==> config.mk <==
export PLATFORM = sky130hd
export DESIGN_NAME = alu_mc
export DESIGN_NICKNAME = d
export VERILOG_FILES = /design/src/rtl/alu_mc.sv
export SDC_FILE = /design/constraint.sdc
export NUM_CORES = 1
export LEC_CHECK = 0
export BUFFER_PORTS_ARGS = -buffer_cell sky130_fd_sc_hd__buf_2
export CELL_PAD_IN_SITES_DETAIL_PLACEMENT = 2
export CELL_PAD_IN_SITES_GLOBAL_PLACEMENT = 2
export CORE_ASPECT_RATIO = 0.6
export CORE_MARGIN = 2
export CORE_UTILIZATION = 39
export DETAILED_ROUTE_END_ITERATION = 12
export PLACE_DENSITY_LB_ADDON = 0.15
export SYNTH_ARGS = -nofsm -noshare
export SYNTH_HDL_FRONTEND = slang
export SYNTH_SLANG_ARGS = --single-unit
export TNS_END_PERCENT = 1
==> constraint.sdc <==
create_clock -name clk -period 6.58 [get_ports clk]
set_input_delay 0.987 -clock clk [delete_from_list [all_inputs] [get_ports clk]]
set_output_delay 0.987 -clock clk [all_outputs]
set_load 0.02 [all_outputs]
==> src/rtl/alu_mc.sv <==
// Multi-cycle ALU: single-cycle ops finish on the accept edge, MUL iterates shift-add over DSIZE edges.
// Optional macro ALU_OVF_EN adds a registered signed/multiply overflow flag (ovf) and a 2*DSIZE accumulator.
module alu_mc #(
  parameter int DSIZE  = 16,
  parameter int OPSIZE = 4,
  parameter int CNTW   = 5
) (
  input  logic              clk,
  input  logic              rst_n,
  input  logic              in_valid,
  output logic              in_ready,
  input  logic [OPSIZE-1:0] op,
  input  logic [DSIZE-1:0]  a,
  input  logic [DSIZE-1:0]  b,
  output logic              out_valid,
  input  logic              out_ready,
  output logic [DSIZE-1:0]  out,
  output logic              zero,
  output logic              busy
`ifdef ALU_OVF_EN
  ,
  output logic              ovf
`endif
);

`ifdef ALU_OVF_EN
  localparam int ACCW = 2 * DSIZE;
`else
  localparam int ACCW = DSIZE;
`endif

  localparam logic [OPSIZE-1:0] OP_ADD  = OPSIZE'(0);
  localparam logic [OPSIZE-1:0] OP_SUB  = OPSIZE'(1);
  localparam logic [OPSIZE-1:0] OP_AND  = OPSIZE'(2);
  localparam logic [OPSIZE-1:0] OP_XOR  = OPSIZE'(3);
  localparam logic [OPSIZE-1:0] OP_COM  = OPSIZE'(4);
  localparam logic [OPSIZE-1:0] OP_MUL  = OPSIZE'(5);
  localparam logic [OPSIZE-1:0] OP_ADDI = OPSIZE'(6);
  localparam logic [OPSIZE-1:0] OP_LW   = OPSIZE'(7);
  localparam logic [OPSIZE-1:0] OP_SW   = OPSIZE'(8);

  if ((2 ** CNTW) <= DSIZE || DSIZE < 4) begin : g_param_check
    $error("alu_mc: need DSIZE >= 4 and 2**CNTW > DSIZE");
  end

  typedef enum logic [1:0] {
    IDLE = 2'd0,
    BUSY = 2'd1,
    HOLD = 2'd2
  } state_t;

  state_t            state_q, state_d;
  logic [DSIZE-1:0]  out_q, out_d;
  logic              zero_q, zero_d;
  logic [CNTW-1:0]   cnt_q, cnt_d;
  logic [ACCW-1:0]   mcand_q, mcand_d;
  logic [DSIZE-1:0]  mplier_q, mplier_d;
  logic [ACCW-1:0]   acc_q, acc_d;
  logic [ACCW-1:0]   acc_sum;
  logic [DSIZE-1:0]  alu_res;
  logic              accept;
  logic              is_mul;
  logic              last_iter;
`ifdef ALU_OVF_EN
  logic              ovf_q, ovf_d;
  logic              alu_ovf_bit;
`endif

  function automatic logic [DSIZE-1:0] alu_result(input logic [OPSIZE-1:0] f_op,
                                                  input logic [DSIZE-1:0]  f_a,
                                                  input logic [DSIZE-1:0]  f_b);
    logic [DSIZE-1:0] r;
    r = '0;
    case (f_op)
      OP_ADD, OP_ADDI, OP_LW, OP_SW: r = f_a + f_b;
      OP_SUB:                        r = f_a - f_b;
      OP_AND:                        r = f_a & f_b;
      OP_XOR:                        r = f_a ^ f_b;
      OP_COM:                        r = {{(DSIZE-1){1'b0}}, (f_a <= f_b)};
      default:                       r = '0;
    endcase
    return r;
  endfunction

`ifdef ALU_OVF_EN
  // Two's-complement overflow: operands agree in sign (after negating b for SUB) but the result does not.
  function automatic logic alu_overflow(input logic [OPSIZE-1:0] f_op,
                                        input logic [DSIZE-1:0]  f_a,
                                        input logic [DSIZE-1:0]  f_b);
    logic signed [DSIZE-1:0] sa;
    logic signed [DSIZE-1:0] sb;
    logic signed [DSIZE-1:0] sr;
    logic                    v;
    sa = f_a;
    sb = f_b;
    v  = 1'b0;
    case (f_op)
      OP_ADD, OP_ADDI: begin
        sr = sa + sb;
        v  = (sa[DSIZE-1] == sb[DSIZE-1]) && (sr[DSIZE-1] != sa[DSIZE-1]);
      end
      OP_SUB: begin
        sr = sa - sb;
        v  = (sa[DSIZE-1] != sb[DSIZE-1]) && (sr[DSIZE-1] != sa[DSIZE-1]);
      end
      default: v = 1'b0;
    endcase
    return v;
  endfunction

  assign alu_ovf_bit = alu_overflow(op, a, b);
`endif

  assign alu_res   = alu_result(op, a, b);
  assign accept    = in_valid && in_ready;
  assign is_mul    = (op == OP_MUL);
  assign last_iter = (cnt_q == CNTW'(DSIZE - 1));

  always_ff @(posedge clk or negedge rst_n) begin
    if (!rst_n) begin
      state_q <= IDLE;
    end else begin
      state_q <= state_d;
    end
  end

  always_comb begin
    state_d = state_q;
    case (state_q)
      IDLE: begin
        if (accept) state_d = is_mul ? BUSY : HOLD;
      end
      BUSY: begin
        if (last_iter) state_d = HOLD;
      end
      HOLD: begin
        if (accept)         state_d = is_mul ? BUSY : HOLD;
        else if (out_ready) state_d = IDLE;
      end
      default: state_d = IDLE;
    endcase
  end

  always_comb begin
    in_ready  = (state_q == IDLE) || ((state_q == HOLD) && out_ready);
    out_valid = (state_q == HOLD);
    busy      = (state_q == BUSY);
  end

  // Datapath: accept edge loads result or multiply operands; BUSY edges run one shift-add step each.
  always_comb begin
    out_d    = out_q;
    zero_d   = zero_q;
    cnt_d    = cnt_q;
    mcand_d  = mcand_q;
    mplier_d = mplier_q;
    acc_d    = acc_q;
`ifdef ALU_OVF_EN
    ovf_d    = ovf_q;
`endif
    acc_sum  = acc_q + (mplier_q[0] ? mcand_q : '0);
    if (accept) begin
      if (is_mul) begin
        mcand_d  = ACCW'(a);
        mplier_d = b;
        acc_d    = '0;
        cnt_d    = '0;
      end else begin
        out_d  = alu_res;
        zero_d = (alu_res == '0);
`ifdef ALU_OVF_EN
        ovf_d  = alu_ovf_bit;
`endif
      end
    end else if (state_q == BUSY) begin
      acc_d    = acc_sum;
      mcand_d  = mcand_q << 1;
      mplier_d = mplier_q >> 1;
      cnt_d    = cnt_q + CNTW'(1);
      if (last_iter) begin
        out_d  = acc_sum[DSIZE-1:0];
        zero_d = (acc_sum[DSIZE-1:0] == '0);
`ifdef ALU_OVF_EN
        ovf_d  = |acc_sum[ACCW-1:DSIZE];
`endif
      end
    end
  end

  always_ff @(posedge clk or negedge rst_n) begin
    if (!rst_n) begin
      out_q    <= '0;
      zero_q   <= 1'b1;
      cnt_q    <= '0;
      mcand_q  <= '0;
      mplier_q <= '0;
      acc_q    <= '0;
`ifdef ALU_OVF_EN
      ovf_q    <= 1'b0;
`endif
    end else begin
      out_q    <= out_d;
      zero_q   <= zero_d;
      cnt_q    <= cnt_d;
      mcand_q  <= mcand_d;
      mplier_q <= mplier_d;
      acc_q    <= acc_d;
`ifdef ALU_OVF_EN
      ovf_q    <= ovf_d;
`endif
    end
  end

  assign out  = out_q;
  assign zero = zero_q;
`ifdef ALU_OVF_EN
  assign ovf  = ovf_q;
`endif

  a_zero_consistent: assert property (@(posedge clk) disable iff (!rst_n)
    zero_q == (out_q == '0));

  // A stalled result must not move until the consumer takes it.
  a_hold_stable: assert property (@(posedge clk) disable iff (!rst_n)
    (state_q == HOLD && !out_ready) |=> (state_q == HOLD && $stable(out_q) && $stable(zero_q)));

endmodule

### After elaboration in Yosys (flattened, before gate mapping)

Cells that the tools add are included.

* register bits after elaboration: 72
* output and inout port bits: 20
* logic and storage cells: 71

* add/sub/neg operators: 4
* order comparisons: 1
* equal/unequal tests: 16
* mux-type cells: 28
* bitwise operators: 2
* reductions and logical operators: 13

Operators with widths (count)
* $mux W16: 14
* $pmux W16 S5: 1
* $add A16 B16 Y16: 2
* $logic_not A16 Y1: 2
* $and A16 B16 Y16: 1
* $eq A4 B3 Y1 const B: 4
* $le A16 B16 Y1: 1
* $sub A16 B16 Y16: 1
* $xor A16 B16 Y16: 1
* $mux W5: 3
* $mux W2: 5
* $eq A4 B2 Y1 const B: 2
* $pmux W2 S3: 1
* $reduce_and A3 Y1: 2
* $add A5 B1 Y5 const B: 1
* $eq A5 B4 Y1 const B: 1
* $eq A4 B1 Y1 const B: 1
* $eq A4 B4 Y1 const B: 1
* $logic_not A4 Y1: 1
* $mux W1: 4
* $ne A2 B1 Y1 const B: 2
* $ne A2 B2 Y1 const B: 2
* $reduce_bool A2 Y1: 2
* $reduce_or A4 Y1: 1
* 7 further kinds: 8

### Logic depth before layout (Yosys ltp)

Gate-level depths: netlist (run 1).

* depth after elaboration: 6
* depth in mapped cells: 12

### Worst setup path before layout (run 1)

Ideal clock, no wire load.

* path type: input port to flip-flop
* start: input b[5]
* end: register out_q[12], in the netlist out[12]
* library setup time: 0.064 ns
* arrival: 3.173 ns
* setup slack: 3.342 ns
* stages: 12
* buffers on the path: 1
* cell sequence: inv_1 ha_1 buf_2 nor2b_1 or3_1 a32o_2 or4b_1 a31o_1 o211ai_2 nor2_1 a211oi_2 a21o_1

* longest elaborated chain between the ends: 4
* elaborated cells between the ends (all ways): 5
* classes of those cells: add/sub: 2; mux: 3

RTL lines
* from (decl): RTL line 14 `input logic [DSIZE-1:0] b,`
* $sub A16 B16 Y16 or $add A16 B16 Y16 (tied branches): RTL line 76, 75
* $pmux W16 S5 *: RTL line 74 `case (f_op)`
* $mux W16 *: RTL line 163 `if (is_mul) begin`
* $mux W16 *: RTL line 162 `if (accept) begin`
* to (signal assigned): RTL line 202 `out_q <= out_d;`
* to (decl): RTL line 53 `logic [DSIZE-1:0] out_q, out_d;`

Mark *: on every way between the ends. The rest lies on a longest branch, timed or not. The select of a mux whose other input is x is not followed.
A chain may end at the register's enable or synchronous reset.

### Final worst setup path (run 1)

* start: register mplier_q[0]
* end: register zero_q, in the netlist zero

* longest elaborated chain between the ends: 6

RTL lines
* from (decl): RTL line 57 `logic [DSIZE-1:0] mplier_q, mplier_d;`
* from (signal assigned): RTL line 206 `mplier_q <= mplier_d;`
* $mux W16: RTL line 161 `acc_sum = acc_q + (mplier_q[0] ? mcand_q : '0);`
* $add A16 B16 Y16: RTL line 161
* $logic_not A16 Y1: RTL line 182 `zero_d = (acc_sum[DSIZE-1:0] == '0);`
* $mux W1: RTL line 180 `if (last_iter) begin`
* $mux W1: RTL line 175 `end else if (state_q == BUSY) begin`
* $mux W1: RTL line 162
* to (signal assigned): RTL line 203 `zero_q <= zero_d;`
* to (decl): RTL line 54 `logic zero_q, zero_d;`

No other way between the ends. The select of a mux whose other input is x is not followed.

==> flow_metrics.py, run 1 <==
metrics = {
    "global_routing": {
        "grt_pass1_vias": 6808,
        "antenna_found_initial": 0,
        "grt_first_pass_wirelength_mm": 40.1,
        "overflow": 0,
        "grt_max_degree": 73,
        "track_usage_pct": 30.5,
    },
    "final_layout": {
        "layout.nets": 911,
        "layoutNonFillerInstCount": 1027,
        "postLayoutCellArea_sq_mm": 0.00709,
        "syn2layout_area_growth_pct": 12.5,
        "drive_gt1_share_pct": 12.6,
        "utilization_pct": 45.5,
        "n_antenna_cell": 0,
    },
    "routing": {
        "first_pass_iters": 5,
        "drcViolationCount": 0,
        "postRouteAntennaNets": 0,
        "num_vias": 6446,
        "drt_wl_total_mm": 25.6,
        "viasPerCell": 6.28,
        "wl_per_cell_um": 24.9,
        "initialDrtViolationCount": 419,
    },
    "timing": {
        "setup_tns_ns": 0,
        "final_max_slew_viol_count": 0,
        "setup_viol": 0,
        "rsz0062_at_grt": "false",
        "fmax_mhz": 243,
        "finClkSkew_ns": 0.0122,
        "setup_slack_ns": 2.47,
        "period_minus_slack_ns": 4.11,
        "hold_viol": 0,
        "worstMarginPinSlew_ns": 1.41,
        "max_slew_margin_pct": 5.75,
        "timing.final.crit_share_pct": 62.5,
        "holdWs_ns": 0.475,
    },
    "worst_setup_path": {
        "crit_required_ns": 6.85,
        "startpoint": "mplier_q[0]",
        "crit_path_start_kind": "register",
        "cp_slowest_cell": "dfrtp_1",
        "max_stage_delay_ns": 0.59,
        "reg2regPathDepth": 12,
        "end_kind": "register",
        "criticalPathCategory": "register to register",
        "cp_max_fo": 17,
        "crit_buf_inv": 0,
        "crit_end": "zero",
        "crit_family": "compound AO/OA/AOI/OAI gates",
        "crit_chain": "and2_1 -> ha_1 -> fa_1 -> a21oi_1 -> o211ai_1 -> o31ai_1 -> nand3b_1 -> a2111oi_0 -> a211oi_1 -> nand2_1 -> or4_1 -> nand3_1",
        "cp_data_arrival_time_ns": 4.39,
        "timing.rr.start": "mplier_q[0]",
        "rrSetupSlack_ns": 2.47,
        "cp_num_cells": 12,
        "reg2reg_to": "zero",
    },
    "placement": {
        "dp.cells": 1011,
        "post-dp-hpwl_mm": 19.1,
        "placed_cell_area_sq_mm": 0.00677,
        "gp_congestion": 0.912,
        "dp_slack_ns": 2.48,
        "io_buffers": 59,
    },
    "synthesis": {
        "avgSynthCellArea_sq_um": 8.04,
        "synth_edf_count": 0,
        "synth.distinct_cells": 80,
        "syn_inst": 784,
        "async_reset_ff_share_pct": 100,
        "synth_area_sq_mm": 0.00630,
        "synth-main-ff-cell": "dfrtp_1",
        "yosysSeqAreaShare_pct": 28.6,
        "ys_warn_count": 0,
        "syn_nets": 876,
        "ys_seq_elements": 72,
    },
    "hold_path": {
        "holdPathStages": 2,
        "hold_class": "register to register",
        "min_from": "out[6]",
    },
    "power": {
        "p_comb_share_pct": 41.8,
        "clkPwrFrac_pct": 24.4,
        "max-vdd-ir-drop_mv": 0.164,
        "p_leak_nw": 3.28,
        "p_int_mw": 1.31,
        "p_sw_share_pct": 42.9,
        "power.net_switching_uw": 983,
        "p_total_mw": 2.29,
        "seqPwrFrac_pct": 33.8,
        "pwr_density_cell_mw_per_mm2": 324,
    },
    "cts": {
        "clock-sinks": 72,
        "cts-buffers-inserted": 9,
        "clock_latency_ns": 0.34,
        "clockBufferDepth": 2,
        "clock-root-buffer": "clkbuf_16",
        "cts_tree": "done",
        "clkTransAtPathRegs_ns": 0.06,
        "hold_buffers": 0,
        "cts_setup_buffers": 0,
        "h-tree-depth": 3,
        "post_cts_resized": 0,
    },
    "floorplan": {
        "core-area_sq_mm": 0.0156,
        "dieArea_sq_mm": 0.0172,
        "die_y_um": 102,
        "rows": 35,
        "die_w_um": 168,
        "initial_core_util_pct": 40.4,
        "io_pins": 60,
    },
    "status": {
        "status": "finished, final reports clean",
    },
    "job": {
        "max_cap_viol_count": 0,
    },
}
## kinds of logic after synthesis
group / synth area share, %
AND/OR/NAND/NOR: 20.7
adder cells (fa/ha/maj): 10.7
AO/OA/AOI/OAI: 26.7
XOR/XNOR: 2.36
buffers and inverters: 5.10
flip-flops: 28.6
multiplexers: 5.92
## final cells by class
class / count / area [sq um]
inverters: 38 / 143
clock buffers: 10 / 229
fillers: 1787 / 8500
multi-input cells: 630 / 4200
flip-flops and latches: 72 / 1800
repair buffers: 68 / 365
clock inverters: 6 / 92.6
well taps: 203 / 254
## layout by cell type (no fill, tap or decap), types with 11 or more instances in the layout
| cell | netlist | final |
|---|---|---|
| o22ai_1 | 11 | 11 |
| and2_1 | 20 | 20 |
| a211oi_1 | 18 | 18 |
| ha_1 | 49 | 49 |
| buf_2 | 11 | 58 |
| nor2_1 | 50 | 49 |
| inv_1 | 37 | 37 |
| nor2b_1 | 15 | 14 |
| a21oi_1 | 53 | 53 |
| mux2i_1 | 35 | 35 |
| o21ai_0 | 70 | 70 |
| nand2_1 | 108 | 108 |
| nand3_1 | 14 | 14 |
| dfrtp_1 | 71 | 71 |
| nor3_1 | 15 | 15 |
## synthesized netlist by cell type, drive strengths merged, types with 10 or more instances
cell    number  area share [%]
a211oi      20             2.5
a21o        10             1.2
a21oi       53             4.2
and2        21             2.1
buf         13            0.99
clkbuf      31             1.8
dfrtp       71              28
ha          49             9.7
inv         38             2.3
mux2i       35             5.6
nand2      108             6.4
nand3       14             1.1
nor2        51             3.1
nor2b       15             1.5
nor3        15             1.2
o21ai       76             6.1
o22ai       11             1.1
xor2        10             1.4
## worst min-delay path: stages, from the launching register on
cell and delay (ns):
dfrtp_1 0.34, nand2_1 0.05, o21ai_0 0.06
## power groups by stage
stage / clock (mW) / sequential, mW / combinational (mW)
floorplan: 0 / 0.769 / 0.604
finish: 0.560 / 0.775 / 0.960
global placement: 0 / 0.761 / 0.883
CTS: 0.567 / 0.775 / 0.955
global route: 0.582 / 0.800 / 1.06
detailed placement: 0 / 0.777 / 0.940
## flip-flops by register name, summed over array words and instances, names as in the netlist
register	flops
acc_q	16
mcand_q	16
out	16
state_q	2
mplier_q	16
cnt_q	5
zero	1
## per-layer routing
metal  global-route usage (%)  up-vias  share of wire [%]
met5                        0        -                  0
met4                     6.10        0                1.3
met3                     5.07       32                6.1
met2                     49.6      225                 45
met1                     43.2     3275                 48
li1                         -     2914                  -
## worst min path at each step
stage / to / slack (ns)
after floorplan: mplier_q[1] / 0.45
after global placement: out[9] / 0.46
after detailed placement: out[6] / 0.47
after CTS: out[6] / 0.48
after global routing: out[3] / 0.52
final: out[6] / 0.47
No activity file was read; power rests on OpenSTA's default activity.
==> run 2, diff against run 1 <==
- CORE_UTILIZATION: 39 -> 33
- clock period: 6.58 -> 3.3 ns (I/O delays scaled with it)
==> run 2 against run 1 <==
Net effect:
- worst hold slack got worse by 0.17 ns
- flip-flop and latch count stayed put
- clock-buffer cell count unchanged
- clock skew shrank 0.0042 ns
- worst setup slack worse by 2.3 ns
- register-to-register slack got worse by 2.3 ns
- via count up 1.9%
- power grew 120%
- wire length increased by 5.4%
- global-route usage is 3.7 points lower
==> flow_metrics.py, run 2 (synthesis results as in run 1) <==
metrics = {
    "timing": {
        "holdWs_ns": 0.302,
        "worstMarginPinSlew_ns": 1.03,
        "setup_viol": 0,
        "final_max_slew_viol_count": 0,
        "hold_viol": 0,
        "timing.final.crit_share_pct": 96.2,
        "period_minus_slack_ns": 3.17,
        "finClkSkew_ns": 0.00801,
        "max_slew_margin_pct": 31.1,
        "setup_slack_ns": 0.127,
        "fmax_mhz": 315,
    },
    "worst_setup_path": {
        "crit_end": "zero",
        "criticalPathCategory": "register to register",
        "crit_required_ns": 3.60,
        "crit_path_start_kind": "register",
        "reg2reg_to": "zero",
        "cp_max_fo": 6,
        "rrSetupSlack_ns": 0.13,
        "startpoint": "mplier_q[0]",
        "end_kind": "register",
        "timing.rr.start": "mplier_q[0]",
        "reg2regPathDepth": 12,
        "cp_data_arrival_time_ns": 3.47,
    },
    "routing": {
        "drcViolationCount": 0,
        "postRouteAntennaNets": 0,
        "viasPerCell": 5.76,
        "drt_wl_total_mm": 26.9,
        "wl_per_cell_um": 23.6,
        "num_vias": 6566,
        "initialDrtViolationCount": 406,
        "first_pass_iters": 5,
    },
    "floorplan": {
        "rows": 39,
        "dieArea_sq_mm": 0.0203,
        "initial_core_util_pct": 33.4,
        "io_pins": 60,
        "die_w_um": 182,
        "die_y_um": 111,
        "core-area_sq_mm": 0.0189,
    },
    "global_routing": {
        "antenna_found_initial": 0,
        "grt_pass1_vias": 7008,
        "track_usage_pct": 26.8,
        "overflow": 0,
        "grt_max_degree": 73,
        "grt_first_pass_wirelength_mm": 41.7,
    },
    "final_layout": {
        "drive_gt1_share_pct": 22.3,
        "n_fill_cell": 2129,
        "syn2layout_area_growth_pct": 25.0,
        "layoutNonFillerInstCount": 1140,
        "utilization_pct": 41.7,
        "layout.nets": 981,
        "n_antenna_cell": 0,
        "layout.cells.most_common_list": "nand2_1 (108), buf_4 (79), dfrtp_1 (71)",
        "final_common_cell": "nand2_1",
    },
    "power": {
        "p_leak_nw": 3.64,
        "pwr_density_cell_mw_per_mm2": 642,
        "p_comb_share_pct": 45.9,
        "power.net_switching_mw": 2.09,
        "max-vdd-ir-drop_mv": 0.275,
        "clkPwrFrac_pct": 23.9,
        "p_sw_share_pct": 41.4,
        "p_int_mw": 2.96,
        "p_total_mw": 5.05,
        "seqPwrFrac_pct": 30.2,
    },
    "cts": {
        "clkTransAtPathRegs_ns": 0.07,
        "clock-sinks": 72,
        "clock_latency_ns": 0.36,
        "clockBufferDepth": 2,
        "cts_tree": "done",
        "cts-buffers-inserted": 9,
        "clock-root-buffer": "clkbuf_16",
        "h-tree-depth": 3,
    },
    "job": {
        "max_cap_viol_count": 0,
    },
    "hold_path": {
        "hold_class": "primary input to asynchronous set/reset pin",
    },
    "placement": {
        "dp_slack_ns": -0.188,
        "dp.cells": 1118,
        "post-dp-hpwl_mm": 20.4,
        "io_buffers": 59,
        "gp_congestion": 0.920,
    },
    "status": {
        "status": "finished, final reports clean",
    },
}
-- run 2: changes by cell type in the layout (fill, tap and decap cells not counted), moves of 3 or more --
cell     delta
buf_4      +69
ha_1        -6
o21ai_2     +3
ha_4        +6
-- run 2: metrics by stage --
step,TNS [ns],instance area (sq um)
6_report,0,7880
2_1_floorplan,0,6300
4_1_cts,0,7680
3_3_place_gp,-0.313,7300
3_5_place_dp,-0.414,7300
5_1_grt,-0.0113,7880
-- run 2: worst max-delay path, stage by stage, from the launching register on --
cell      delay [ns]
dfrtp_1         0.37
buf_4           0.15
and2_1          0.18
ha_1            0.31
a211oi_2        0.29
o21ai_2         0.20
a21oi_1         0.25
nand2b_1        0.10
a21oi_1         0.27
xor2_1          0.24
nand4b_1        0.16
or4_4           0.51
nand3_2         0.08
-- run 2: power by group through the flow --
stage | logic (mW) | registers (mW) | clock network, mW
6_report | 2.32 | 1.53 | 1.21
5_1_grt | 2.55 | 1.58 | 1.27
4_1_cts | 2.15 | 1.52 | 1.23
3_5_place_dp | 2.11 | 1.52 | 0
3_3_place_gp | 2.02 | 1.49 | 0
2_1_floorplan | 1.21 | 1.53 | 0
-- run 2: how the worst min path moves through the flow --
stage          startpoint    endpoint  slack, ns  cells past startpoint
6_report            rst_n      out[5]       0.30                      1
5_1_grt             rst_n      out[5]       0.38                      1
4_1_cts             rst_n  state_q[1]       0.37                      1
3_5_place_dp       out[6]      out[6]       0.47                      2
3_3_place_gp       out[8]      out[8]       0.46                      2
2_1_floorplan       rst_n    acc_q[0]       0.20                      0
-- run 2: final cells by class --
class	instances	area (sq um)	area share, %
tap	246	308	3.91
clock inverter	6	116	1.48
multi-input combinational	630	4380	55.6
inverter	38	143	1.81
sequential	72	1800	22.9
clock buffer	10	229	2.91
timing repair buffer	138	895	11.4
-- run 2: timing repair --
| action | in CTS | in global routing |
|---|---|---|
| hold endpoints to repair | 0 | 0 |
| hold buffers | 0 | 0 |
| setup buffers | 0 | 6 |
| pin swaps | 1 | 17 |
| endpoints found under the setup margin | 2 | 4 |
| resized for setup | 6 | 30 |
-- run 2: layer usage --
metal	global-route usage (%)	vias to the layer above	routed length, um
met5	0	-	0
met4	3.87	0	218
met3	5.35	19	1290
met2	40.3	148	11700
met1	40.2	3331	13700
li1	-	3068	-
==> run 3, diff against run 2 <==
- ABC_AREA: not set -> 1
- CORE_UTILIZATION: 33 -> 30
==> run 3 against run 2 <==
Net effect:
- critical path depth increased by 3
- clock power decreased by 26%
- largest power group unchanged
- sequential power increased by 4%
- worst setup slack improved by 0.29 ns
- global-route usage decreased by 2.8 points
- power increased by 9.9%
- clock-buffer cell count increased by 3
==> flow_metrics.py, run 3 <==
metrics = {
    "worst_setup_path": {
        "cp_data_arrival_time_ns": 3.18,
        "crit_path_start_kind": "register",
        "crit_chain": "nand2_1 -> inv_1 -> ha_1 -> fa_1 -> nand3_1 -> nand2_1 -> nand2_1 -> nand2_1 -> xor2_1 -> nand4_1 -> nor2_1 -> nand4_1 -> nand2_1 -> nand2_1 -> nand2_1",
        "cp_slowest_cell": "dfrtp_1",
        "crit_family": "simple AND/OR/NAND/NOR gates",
        "reg2reg_to": "zero",
        "crit_required_ns": 3.59,
        "criticalPathCategory": "register to register",
        "max_stage_delay_ns": 0.63,
        "reg2regPathDepth": 15,
        "crit_top_cell": "nand2_1",
        "end_kind": "register",
        "crit_buf_inv": 1,
        "timing.rr.start": "mplier_q[0]",
        "rrSetupSlack_ns": 0.41,
        "cp_max_fo": 17,
    },
    "synthesis": {
        "synth_area_sq_mm": 0.00667,
        "avgSynthCellArea_sq_um": 6.23,
        "synth_top_cells_by_count": "nand2_1 (363), inv_1 (151), nor2_1 (126)",
        "yosysMostFrequentCell": "nand2_1",
        "synth_area_leaders": "dfrtp_1 (27%), nand2_1 (20%), ha_1 (9.2%), inv_1 (8.5%), nor2_1 (7.1%)",
        "synth_edf_count": 0,
        "synth_top_area_cell": "dfrtp_1",
        "synth.distinct_cells": 44,
        "syn_inst": 1070,
        "ys_warn_count": 0,
        "yosysTopAreaCellShare_pct": 26.6,
        "syn_nets": 1162,
        "async_reset_ff_share_pct": 100,
        "synth-main-ff-cell": "dfrtp_1",
        "yosysSeqAreaShare_pct": 27.0,
        "ys_seq_elements": 72,
    },
    "final_layout": {
        "n_antenna_cell": 0,
        "drive_gt1_share_pct": 10.2,
        "utilization_pct": 34.2,
        "layout.nets": 1211,
        "layoutNonFillerInstCount": 1408,
        "layout.cells.most_common_list": "nand2_1 (363), inv_1 (151), nor2_1 (126)",
        "syn2layout_area_growth_pct": 12.2,
        "final_common_cell": "nand2_1",
        "postLayoutCellArea_sq_mm": 0.00749,
    },
    "placement": {
        "dp_slack_ns": 0.331,
        "post-dp-hpwl_mm": 22.0,
        "dp.cells": 1394,
        "gp_congestion": 0.851,
        "placed_cell_area_sq_mm": 0.00723,
        "io_buffers": 59,
    },
    "cts": {
        "post_cts_resized": 0,
        "h-tree-depth": 3,
        "cts-buffers-inserted": 9,
        "clockBufferDepth": 2,
        "clock_latency_ns": 0.35,
        "cts_tree": "done",
        "clkTransAtPathRegs_ns": 0.06,
        "clock-root-buffer": "clkbuf_16",
        "hold_buffers": 0,
        "clock-sinks": 72,
        "cts_setup_buffers": 0,
    },
    "global_routing": {
        "overflow": 0,
        "grt_first_pass_wirelength_mm": 43.2,
        "antenna_found_initial": 0,
        "track_usage_pct": 24.0,
        "grt_pass1_vias": 7467,
        "grt_max_degree": 73,
    },
    "power": {
        "p_leak_nw": 4.13,
        "seqPwrFrac_pct": 28.6,
        "power.net_switching_mw": 2.69,
        "p_comb_share_pct": 55.2,
        "p_sw_share_pct": 48.5,
        "clkPwrFrac_pct": 16.2,
        "pwr_density_cell_mw_per_mm2": 742,
        "max-vdd-ir-drop_mv": 0.317,
        "p_int_mw": 2.86,
    },
    "floorplan": {
        "die_w_um": 197,
        "rows": 42,
        "initial_core_util_pct": 30.4,
        "core-area_sq_mm": 0.0219,
        "dieArea_sq_mm": 0.0235,
        "io_pins": 60,
        "die_y_um": 120,
    },
    "routing": {
        "initialDrtViolationCount": 296,
        "viasPerCell": 4.92,
        "postRouteAntennaNets": 0,
        "wl_per_cell_um": 18.9,
        "drcViolationCount": 0,
        "first_pass_iters": 4,
        "drt_wl_total_mm": 26.7,
        "num_vias": 6921,
    },
    "timing": {
        "rsz0062_at_grt": "false",
        "period_minus_slack_ns": 2.89,
        "finClkSkew_ns": 0.00965,
        "hold_viol": 0,
        "setup_viol": 0,
        "setup_tns_ns": 0,
        "timing.final.crit_share_pct": 87.5,
        "worstMarginPinSlew_ns": 0.985,
        "setup_slack_ns": 0.413,
        "max_slew_margin_pct": 34.3,
        "final_max_slew_viol_count": 0,
        "fmax_mhz": 346,
    },
    "job": {
        "max_cap_viol_count": 0,
    },
    "status": {
        "status": "finished, final reports clean",
    },
    "hold_path": {
        "hold_class": "primary input to asynchronous set/reset pin",
    },
}
-- run 3: cell types whose count changed after synthesis, sizes merged, moves of 32 or more --
cell	previous run	this run
a31oi	5	37
inv	38	158
nand2	108	367
nor2	51	134
nand3	14	62
o21ai	76	44
mux2i	35	0
-- run 3: per-stage QoR --
step           power (mW)  hold slack, ns
2_1_floorplan        3.65           0.199
3_3_place_gp         4.57           0.463
3_5_place_dp         4.67           0.473
4_1_cts              5.61           0.347
5_1_grt              6.13           0.377
6_report             5.55           0.312
-- run 3: how the worst max path moves through the flow --
stage | start | end | slack (ns) | cells past startpoint
3_3_place_gp | b[12] | zero | 0.37 | 18
4_1_cts | mplier_q[0] | zero | 0.40 | 15
6_report | mplier_q[0] | zero | 0.41 | 15
2_1_floorplan | mplier_q[0] | zero | 1.00 | 18
5_1_grt | mplier_q[0] | zero | 0.14 | 17
3_5_place_dp | b[12] | zero | 0.33 | 18
-- run 3: worst reg2reg max path: cells and delay by family (launching register included) --
family / cells / cell delay [ns]
xor gates and xnor gates: 1 / 0.27
DFF: 1 / 0.63
buffers and inverters: 1 / 0.05
and+or+nand+nor: 11 / 1.23
adders and majority gates: 2 / 0.65
-- run 3: final cells by class --
class	instances	area (sq um)
repair buffers	74	423
clock buffers	13	250
clock inverters	1	5.00
multi-input cells	804	4060
fillers	2753	14400
flip-flops and latches	72	1800
inverters	158	593
well taps	286	358
-- run 3: per-layer routing --
metal	share of wire, %	up-vias	global-route usage, %
li1	-	3466	-
met1	56	3355	37.6
met2	40	81	35.4
met3	3.1	19	3.04
met4	0.75	0	3.50
met5	0	-	0
-- run 3: cell families after synthesis --
group,Yosys count,share of synthesized area [%]
AND/OR/NAND/NOR,587,35.9
AO/OA/AOI/OAI,152,13.1
flip-flops,72,27.0
XOR/XNOR,13,1.71
buffers and inverters,194,12.2
adder cells (fa/ha/maj),52,10.1
-- run 3: power by group through the flow --
stage	registers [mW]	logic [mW]	clock network, mW
global route	1.65	3.52	0.957
floorplan	1.60	2.05	0
detailed placement	1.60	3.08	0
global placement	1.58	2.99	0
finish	1.59	3.07	0.900
CTS	1.59	3.10	0.922
